[src/rtl/decode_issue_16bit_pkg.sv]
// -----------------------------------------------------------------------------
// decode_issue_16bit_pkg
//
// Shared definitions for the decode/issue stage and its neighbours (ALU and
// writeback). Holds the instruction-word layout, the NOP opcode, default
// datapath widths and the architectural register-index width, plus a helper
// that splits a raw instruction word into its fields.
//
// Instruction word layout (16 bits):
//   [15:10] opcode   [9:7] rd   [6:4] rs1   [3:1] rs2 / imm3   [0] imm_sel
// -----------------------------------------------------------------------------
package decode_issue_16bit_pkg;

    // Default widths of the datapath and the ALU opcode bus.
    localparam int DATA_W_DEFAULT = 16;
    localparam int OP_W_DEFAULT   = 6;
    localparam int NREGS_DEFAULT  = 8;

    // Instruction word geometry.
    localparam int INSTR_W     = 16;
    localparam int OPC_W       = 6;
    localparam int REG_IDX_W   = 3;
    localparam int IMM_W       = 3;
    localparam int OPC_LSB     = 10;
    localparam int RD_LSB      = 7;
    localparam int RS1_LSB     = 4;
    localparam int RS2_LSB     = 1;
    localparam int IMM_SEL_BIT = 0;

    // Opcode 0 is a NOP: it issues like any instruction but reserves nothing.
    localparam logic [OPC_W-1:0] OP_NOP = '0;

    typedef struct packed {
        logic [OPC_W-1:0]     opcode;
        logic [REG_IDX_W-1:0] rd;
        logic [REG_IDX_W-1:0] rs1;
        logic [REG_IDX_W-1:0] rs2;      // doubles as the 3-bit immediate
        logic                 imm_sel;
    } instr_fields_t;

    // Split a raw instruction word into named fields.
    function automatic instr_fields_t decode_instr(input logic [INSTR_W-1:0] word);
        instr_fields_t fields;
        fields.opcode  = word[OPC_LSB +: OPC_W];
        fields.rd      = word[RD_LSB +: REG_IDX_W];
        fields.rs1     = word[RS1_LSB +: REG_IDX_W];
        fields.rs2     = word[RS2_LSB +: REG_IDX_W];
        fields.imm_sel = word[IMM_SEL_BIT];
        return fields;
    endfunction

endpackage

[src/rtl/decode_issue_16bit_regfile.sv]
// -----------------------------------------------------------------------------
// regfile_16x8
//
// Architectural register file: NREGS x DATA_W, two combinational read ports
// and one write port, with write-to-read bypass. r0 is hard-wired to zero and
// never stored, so writes to it vanish and it can never be bypassed.
//
// The storage is built from flops rather than a RAM: the whole file must clear
// on reset and the read ports must see this cycle's writeback data, neither of
// which a registered-read RAM can provide.
//
// Ports:
//   clk, reset    rising-edge clock, synchronous active-high clear
//   ra1, ra2      read addresses
//   rd1, rd2      read data (bypassed from wd when we && wa == raN != 0)
//   we, wa, wd    write enable / address / data from writeback
// -----------------------------------------------------------------------------
module regfile_16x8
    import decode_issue_16bit_pkg::*;
#(
    parameter int DATA_W = DATA_W_DEFAULT,
    parameter int NREGS  = NREGS_DEFAULT
) (
    input  logic                 clk,
    input  logic                 reset,
    input  logic [REG_IDX_W-1:0] ra1,
    input  logic [REG_IDX_W-1:0] ra2,
    output logic [DATA_W-1:0]    rd1,
    output logic [DATA_W-1:0]    rd2,
    input  logic                 we,
    input  logic [REG_IDX_W-1:0] wa,
    input  logic [DATA_W-1:0]    wd
);

    // Current contents of every register, with entry 0 tied to zero.
    logic [DATA_W-1:0] rf_q [NREGS];

    genvar gi;
    generate
        for (gi = 0; gi < NREGS; gi++) begin : gen_reg
            if (gi == 0) begin : gen_zero
                assign rf_q[gi] = '0;
            end else begin : gen_cell
                logic [DATA_W-1:0] cell_reg;

                always_ff @(posedge clk) begin
                    if (reset) begin
                        cell_reg <= '0;
                    end else if (we && (wa == REG_IDX_W'(gi))) begin
                        cell_reg <= wd;
                    end
                end

                assign rf_q[gi] = cell_reg;
            end
        end
    endgenerate

    // Bypass: a read of the register being written this cycle returns the
    // incoming data so an issuing instruction never sees a stale value.
    // Address 0 is excluded so r0 keeps reading as zero.
    always_comb begin
        rd1 = rf_q[ra1];
        if (we && (wa == ra1) && (ra1 != '0)) begin
            rd1 = wd;
        end
    end

    always_comb begin
        rd2 = rf_q[ra2];
        if (we && (wa == ra2) && (ra2 != '0)) begin
            rd2 = wd;
        end
    end

endmodule

[src/rtl/decode_issue_16bit.sv]
// -----------------------------------------------------------------------------
// decode_issue_16bit
//
// Decode and issue stage. Decodes a 16-bit instruction, reads its source
// operands from the register file (with writeback bypass), checks a busy
// scoreboard for read-after-write hazards and, when the output register is
// free or being drained, issues the instruction into registered ALU operands.
//
// Ports:
//   clk, reset                 rising-edge clock, synchronous active-high reset
//   instr, in_valid, in_ready  instruction input handshake
//   A, B, op_dec, rd_ex        registered ALU operands, opcode, destination
//   out_valid, out_ready       output handshake (op_dec reads 0 when empty)
//   wb_en, wb_addr, wb_data    register-file write from writeback; also
//                              releases the destination's busy bit
// -----------------------------------------------------------------------------
module decode_issue_16bit
    import decode_issue_16bit_pkg::*;
#(
    parameter int DATA_W = DATA_W_DEFAULT,
    parameter int OP_W   = OP_W_DEFAULT,
    parameter int NREGS  = NREGS_DEFAULT
) (
    input  logic                 clk,
    input  logic                 reset,
    input  logic [INSTR_W-1:0]   instr,
    input  logic                 in_valid,
    output logic                 in_ready,
    output logic [DATA_W-1:0]    A,
    output logic [DATA_W-1:0]    B,
    output logic [OP_W-1:0]      op_dec,
    output logic [REG_IDX_W-1:0] rd_ex,
    output logic                 out_valid,
    input  logic                 out_ready,
    input  logic                 wb_en,
    input  logic [REG_IDX_W-1:0] wb_addr,
    input  logic [DATA_W-1:0]    wb_data
);

    // ---------------------------------------------------------------------
    // Decode
    // ---------------------------------------------------------------------
    instr_fields_t fields;
    assign fields = decode_instr(instr);

    logic [DATA_W-1:0] rs1_val;
    logic [DATA_W-1:0] rs2_val;
    logic [DATA_W-1:0] imm_ext;
    logic [DATA_W-1:0] b_next;

    regfile_16x8 #(
        .DATA_W (DATA_W),
        .NREGS  (NREGS)
    ) u_regfile (
        .clk   (clk),
        .reset (reset),
        .ra1   (fields.rs1),
        .ra2   (fields.rs2),
        .rd1   (rs1_val),
        .rd2   (rs2_val),
        .we    (wb_en),
        .wa    (wb_addr),
        .wd    (wb_data)
    );

    // The rs2 field carries a signed 3-bit immediate (-4..3) when imm_sel=1.
    assign imm_ext = {{(DATA_W-IMM_W){fields.rs2[IMM_W-1]}}, fields.rs2};
    assign b_next  = fields.imm_sel ? imm_ext : rs2_val;

    // ---------------------------------------------------------------------
    // Hazard detection and issue handshake
    // ---------------------------------------------------------------------
    logic [NREGS-1:0] busy_reg;
    logic [NREGS-1:0] busy_next;
    logic             rs1_wb_now;
    logic             rs2_wb_now;
    logic             hazard;
    logic             issue;
    logic             out_valid_reg;

    // A source whose producer is writing back this very cycle is not a
    // hazard: the bypass already delivers the value.
    assign rs1_wb_now = wb_en && (wb_addr == fields.rs1);
    assign rs2_wb_now = wb_en && (wb_addr == fields.rs2);

    // rs2 only matters when B comes from the register file.
    assign hazard = (busy_reg[fields.rs1] && !rs1_wb_now)
                 || (!fields.imm_sel && busy_reg[fields.rs2] && !rs2_wb_now);

    assign in_ready = !reset && (!out_valid_reg || out_ready) && !hazard;
    assign issue    = in_valid && in_ready;

    // ---------------------------------------------------------------------
    // Busy scoreboard: one bit per register, bit 0 constant zero.
    // Setting on issue takes precedence over a same-cycle writeback clear,
    // because the new producer is younger than the one retiring.
    // ---------------------------------------------------------------------
    genvar gi;
    generate
        for (gi = 0; gi < NREGS; gi++) begin : gen_busy
            if (gi == 0) begin : gen_r0
                assign busy_next[gi] = 1'b0;
            end else begin : gen_rn
                logic set_bit;
                logic clr_bit;

                assign set_bit = issue && (fields.opcode != OP_NOP)
                              && (fields.rd == REG_IDX_W'(gi));
                assign clr_bit = wb_en && (wb_addr == REG_IDX_W'(gi));

                assign busy_next[gi] = set_bit || (busy_reg[gi] && !clr_bit);
            end
        end
    endgenerate

    always_ff @(posedge clk) begin
        if (reset) begin
            busy_reg <= '0;
        end else begin
            busy_reg <= busy_next;
        end
    end

    // ---------------------------------------------------------------------
    // Output register
    // A consume without a new issue empties the stage and forces op_dec to
    // the NOP code, so the ALU sees bubbles as NOPs. A, B and rd_ex keep
    // their last values then; they are only meaningful with out_valid.
    // ---------------------------------------------------------------------
    logic [DATA_W-1:0]    a_reg;
    logic [DATA_W-1:0]    b_reg;
    logic [OP_W-1:0]      op_reg;
    logic [REG_IDX_W-1:0] rd_reg;

    always_ff @(posedge clk) begin
        if (reset) begin
            a_reg         <= '0;
            b_reg         <= '0;
            op_reg        <= '0;
            rd_reg        <= '0;
            out_valid_reg <= 1'b0;
        end else if (issue) begin
            a_reg         <= rs1_val;
            b_reg         <= b_next;
            op_reg        <= OP_W'(fields.opcode);
            rd_reg        <= fields.rd;
            out_valid_reg <= 1'b1;
        end else if (out_ready) begin
            op_reg        <= '0;
            out_valid_reg <= 1'b0;
        end
    end

    assign A         = a_reg;
    assign B         = b_reg;
    assign op_dec    = op_reg;
    assign rd_ex     = rd_reg;
    assign out_valid = out_valid_reg;

endmodule

[config.mk]
export PLATFORM = sky130hd
export DESIGN_NAME = decode_issue_16bit
export DESIGN_NICKNAME = d
export VERILOG_FILES = /design/src/rtl/decode_issue_16bit_pkg.sv /design/src/rtl/decode_issue_16bit_regfile.sv /design/src/rtl/decode_issue_16bit.sv
export SDC_FILE = /design/constraint.sdc
export NUM_CORES = 1
export LEC_CHECK = 0
export ABC_AREA = 1
export ABC_CLOCK_PERIOD_IN_PS = 3400
export CORE_UTILIZATION = 40
export CTS_BUF_LIST = sky130_fd_sc_hd__clkbuf_4
export DETAILED_ROUTE_END_ITERATION = 10
export GPL_ROUTABILITY_DRIVEN = 0
export SYNTH_ARGS = -nofsm -noshare
export SYNTH_HDL_FRONTEND = slang
export SYNTH_SLANG_ARGS = --single-unit
[constraint.sdc]
create_clock -name clk -period 3.4 [get_ports clk]
set_input_delay 0.85 -clock clk [delete_from_list [all_inputs] [get_ports clk]]
set_output_delay 0.85 -clock clk [all_outputs]
set_load 0.05 [all_outputs]
== Yosys cells after proc, flatten, opt, wreduce, memory -nomap -nowiden ==
Index checks and enable logic that the tools add are counted.

* Flip-flop bits (word level): 162
* Latch bits: 0
* RAM bits: 0
* ROM bits: 0
* Bits of input ports: 40
* Logic and storage cells: 111
* Memories: 0

* Add/sub/neg operators: 0
* Multipliers: 0
* Divide/modulo/power cells: 0
* $lt $le $gt $ge: 4
* Equal/unequal tests: 16
* Shift-type cells: 0
* Multiplexer cells: 17
* Bitwise logic cells: 2
* Reduce and logical (&&, ||, !) cells: 58

{| class="wikitable"
|+ Operators by type and width
! operator !! number
|-
| 2-to-1 mux 16 bit || 7
|-
| binary-select mux 16 bit (select 3 bit) || 2
|-
| logical AND 1 bit || 32
|-
| equality test 3 bit (second input constant) || 8
|-
| logical NOT 1 bit || 13
|-
| equality test 3 x 2 -> 1 bit (second input constant) || 4
|-
| 2-to-1 mux 6 bit || 2
|-
| logical OR 1 bit || 9
|-
| >= comparator 4 bit (second input constant) || 2
|-
| < comparator 3 x 4 -> 1 bit (second input constant) || 2
|-
| NOT 3 -> 4 bit || 2
|-
| binary-select mux 1 bit (select 3 bit) || 2
|-
| equality test 3 x 1 -> 1 bit (second input constant) || 2
|-
| equality test 3 bit || 2
|-
| nonzero test 3 bit || 2
|-
| nonzero test 6 bit || 1
|-
| 2-to-1 mux 1 bit || 4
|-
| nonzero test 2 bit || 1
|}

== Logic depth before layout (Yosys ltp) ==
* Depth after elaboration: 11
* Mapped depth: 12

== Hierarchy ==
From an unflattened synthesis, not the netlist that was laid out.

* Cells, all modules: 1441
* Area, all modules: 9336.5 um2

{| class="wikitable"
|+ Modules (own cells, without submodules)
! module !! instances !! cells an instance !! area an instance (um2)
|-
| regfile_16x8 || 1 || 1097 || 6950.4
|-
| decode_issue_16bit || 1 || 344 || 2386.0
|}

== Worst setup path before layout ==
OpenSTA, ideal clock, no wires.

* Path kind: input -> output
* Start: input port instr[4]
* End: output port in_ready
* Arrival time: 1.817 ns
* Path slack: 0.733 ns
* Cell stages on the path: 10
* Path buffers: 2
* Path through: buf_4 inv_2 nand2_1 nand2_1 nor2_4 nand2_1 nand3_2 nand2_1 nor2_4 buf_6

* Word-level cells in the longest chain between the ends: 7

{| class="wikitable"
|+ Ends and longest elaborated chain
! element !! line !! source
|-
| from (decl) || decode_issue_16bit.sv:26 || <nowiki>input logic [INSTR_W-1:0] instr,</nowiki>
|-
| branches (longest 3 deep; another with binary-select mux 1 bit (select 3 bit)) || n/a ||
|-
| logical AND 1 bit * || decode_issue_16bit.sv:87 || <nowiki>assign hazard = (busy_reg[fields.rs1] && !rs1_wb_now)</nowiki>
|-
| logical OR 1 bit * || decode_issue_16bit.sv:88 || <nowiki>|| (!fields.imm_sel && busy_reg[fields.rs2] && !rs2_wb_now);</nowiki>
|-
| logical NOT 1 bit * || decode_issue_16bit.sv:90 || <nowiki>assign in_ready = !reset && (!out_valid_reg || out_ready) && !hazard;</nowiki>
|-
| logical AND 1 bit * || decode_issue_16bit.sv:90 ||
|-
| to (decl) || decode_issue_16bit.sv:28 || <nowiki>output logic in_ready,</nowiki>
|}

Every way passes the cells marked *. The select of a mux whose other input is x is not followed.

== Worst setup path in the final report ==
* Start: input port instr[2]
* End: output port in_ready

* Word-level cells in the longest chain between the ends: 7

{| class="wikitable"
|+ Ends and longest elaborated chain
! element !! line
|-
| binary-select mux 1 bit (select 3 bit) or equality test 3 bit (tied branches) || decode_issue_16bit.sv:88, decode_issue_16bit.sv:84
|-
| 2-to-1 mux 1 bit (not written as such) or logical AND 1 bit (tied branches) || decode_issue_16bit.sv:88, decode_issue_16bit.sv:84
|-
| logical AND 1 bit or logical NOT 1 bit (tied branches) || decode_issue_16bit.sv:88
|-
| logical AND 1 bit * || decode_issue_16bit.sv:88
|-
| logical OR 1 bit * || decode_issue_16bit.sv:88
|-
| logical NOT 1 bit * || decode_issue_16bit.sv:90
|-
| logical AND 1 bit * || decode_issue_16bit.sv:90
|}

Every way passes the cells marked *; elsewhere a longest branch is shown, timed or not. The select of a mux whose other input is x is not followed.

==> summary.md <==
| Metric | Value |
|---|---|
| Die Span X | `147 um` |
| Asr flop ratio synth | `0%` |
| Via count | `8,851` |
| Final hold vios | `0` |
| Worst Skew | `0.0193 ns` |
| Sequential share of power | `51.0%` |
| CP arrival | `2.35 ns` |
| Max Clock Freq | `313 MHz` |
| Gr usage total | `26.6%` |
| H-tree depth | `4` |
| Largest area contributor in the netlist | `dfxtp_1` |
| Clock latency on the worst-skew pair | `0.58 ns` |
| GR Overflow Total | `0` |
| Setup ws final | `0.203 ns` |
| Max-Cap Viols | `0` |
| Worst Hold Launch | `u_regfile.gen_reg[4].gen_cell.cell_reg[4]` |
| Average cell area after synthesis | `6.46 um2` |
| Ys flop type | `dfxtp_1` |
| Fin crit period | `3.20 ns` |
| Yosys Warn Count | `0` |
| Postcts setup bufs | `0` |
| Post-CTS Hold Fix Bufs | `0` |
| Top cell type's share of synthesized area | `38.1%` |
| Clock Power Share | `28.0%` |
| Crit-path max FO | `6` |
| DRC | `0` |
| Critical path startpoint category | `input port` |
| Nets | `1,392` |
| Most numerous cell in the Yosys netlist | `nand2_1` |
| Final setup fails | `0` |
| Pin count of the biggest net entering global routing | `55` |
| Setup TNS | `0 ns` |
| P_leak | `4.06 nW` |
| Min-Delay Path Class | `reg -> reg` |
| Row count | `52` |
| Synth top area cells | `dfxtp_1 (38%), nand2_1 (13%), o21ai_0 (11%), a21oi_1 (11%), inv_1 (6.0%)` |
| Synth cell types | `30` |
| Switching share of total power | `34.0%` |
| Initial antenna violation count | `1` |
| Number of synthesized flops with an enable pin | `0` |
| Type of destination of the critical path | `output port` |
| Worst endpoint required time | `2.55 ns` |
| Min Hold Slack | `0.478 ns` |
| Die footprint | `21,700 um2` |
| # resized after CTS | `0` |
| Setup CP Type | `in -> out` |
| Via density per instance | `5.41` |
| Syn-to-layout area delta | `16.0%` |
| Slew Limit Headroom | `63.2%` |
| RSZ-0062 raised after global routing | `false` |
| Io pins | `83` |
| Critical Path Start | `instr[2]` |
| Clock transition at the registers of the reported paths | `0.13 ns` |
| Internal power | `2.61 mW` |
| Initial Utilization | `41.3%` |
| Core ar. | `20,500 um2` |
| Vias in the first global route | `8,054` |
| First DRT Iteration DRCs | `932` |
| Clk sinks | `161` |
| Number of buffers created by CTS | `17` |
| CTS tree | `yes` |
| Final core occ | `47.9%` |
| Final design area excluding fillers | `9810 um2` |
| Syn Nets | `1,349` |
| Switching Power | `1.34 mW` |
| Max-slew violation count | `0` |
| Sequential share of the synthesized area | `38.1%` |
| Worst ir drop on vdd | `153 uV` |
| Root Buffer Master | `clkbuf_4` |
| Hpwl dp | `18.7 mm` |
| Vert. Die Dim | `147 um` |
| Clock buffer depth | `2` |
| Synth cell count leaders | `nand2_1 (288), o21ai_0 (191), a21oi_1 (190)` |
| DP Area | `9550 um2` |
| Dpl ws | `0.202 ns` |
| Fillers | `2,160` |
| WL per Instance | `17.3 um` |
| Comb power frac | `21.1%` |
| Synth Instances | `1,309` |
| Status | `finished clean` |
| Pwr dens | `403 nW/um2` |
| First-pass GRT wire length | `44.6 mm` |
| Layout cell share with drive strength beyond 1 | `6.89%` |
| WL final | `28.3 mm` |
| DR pass1 iterations | `6` |
| Largest register FFs | `112` |
| Worst-Margin Slew | `0.551 ns` |
| Port Buf Inserts | `82` |
| Yosys reg bits | `161` |
| Reg-to-Reg Start | `busy_reg[5]` |
| Syn Std Cell Area | `8460 um2` |
| Final worst-path cycle share | `94.0%` |
| Post-route ant nets | `0` |
[metal layers]
metal  vias to the layer above  part of all wire [%]  GRT usage, %
li1                       4410                     -             -
met1                      4040                    46          37.1
met2                       348                    44          41.0
met3                        53                   7.8          5.31
met4                         0                   2.4          8.45
met5                         -                     0             0
[worst max-delay path: stages]
cell and delay (ns):
clkdlybuf4s50_1 0.59, inv_1 0.15, nand2_1 0.08, nand2_1 0.05
nor2_1 0.13, nand2_1 0.09, nand2_1 0.06, nor2_1 0.06
nor2_4 0.13, buf_12 0.14
[power by group through the flow]
stage               Sequential, mW  Combinational, mW  Clock, mW
global route                  2.02              0.910       1.22
detailed placement            2.05              0.822          0
finish                        2.01              0.832       1.11
global placement              2.05              0.819          0
floorplan                     2.15              0.423          0
CTS                           2.01              0.826       1.13
[layout make-up]
type | count | area, um2 | area share (%)
Clock inverter | 15 | 135 | 1.38
Antenna cell | 1 | 2.50 | 0.0255
Tap cell | 270 | 338 | 3.44
Multi-Input combinational cell | 907 | 4280 | 43.6
Timing Repair Buffer | 122 | 1170 | 11.9
Clock buffer | 17 | 128 | 1.30
Sequential cell | 161 | 3220 | 32.8
Inverter | 143 | 541 | 5.51
[layout by cell type, fill, tap and decap left out, drive strengths merged]
master,count
nand2,289
o21ai,200
a21oi,190
dfxtp,161
inv,142
nor2,93
clkdlybuf4s50,79
nand3,71
o211ai,45
buf,43
clkbuf,17
clkinv,12
nand4,10
clkinvlp,3
nor3,2
o2111ai,2
a31oi,2
diode,1
o21a,1
a32oi,1
o31ai,1
bufinv,1
[cell families after synthesis]
| family | count (synthesis) | synth area share (%) |
|---|---|---|
| buf+inv | 241 | 11.6 |
| flops | 161 | 38.1 |
| simple gates | 465 | 22.6 |
| compound gates | 442 | 27.8 |
[metrics by stage]
step,total power [mW],cells
2_1_floorplan,2.57,1309
3_3_place_gp,2.87,1603
3_5_place_dp,2.88,1603
4_1_cts,3.97,1635
5_1_grt,4.15,1636
6_report,3.95,1636
[worst paths after layout]
kind | to | slack [ns] | depth (start not counted)
worst min register to register | u_regfile.gen_reg[4].gen_cell.cell_reg[4] | 0.48 | 2
worst max-delay path | in_ready | 0.20 | 10
worst max register to register | A[14] | 1.76 | 9
worst min-delay path | u_regfile.gen_reg[4].gen_cell.cell_reg[4] | 0.48 | 2
(Power assumes the default switching activity.)
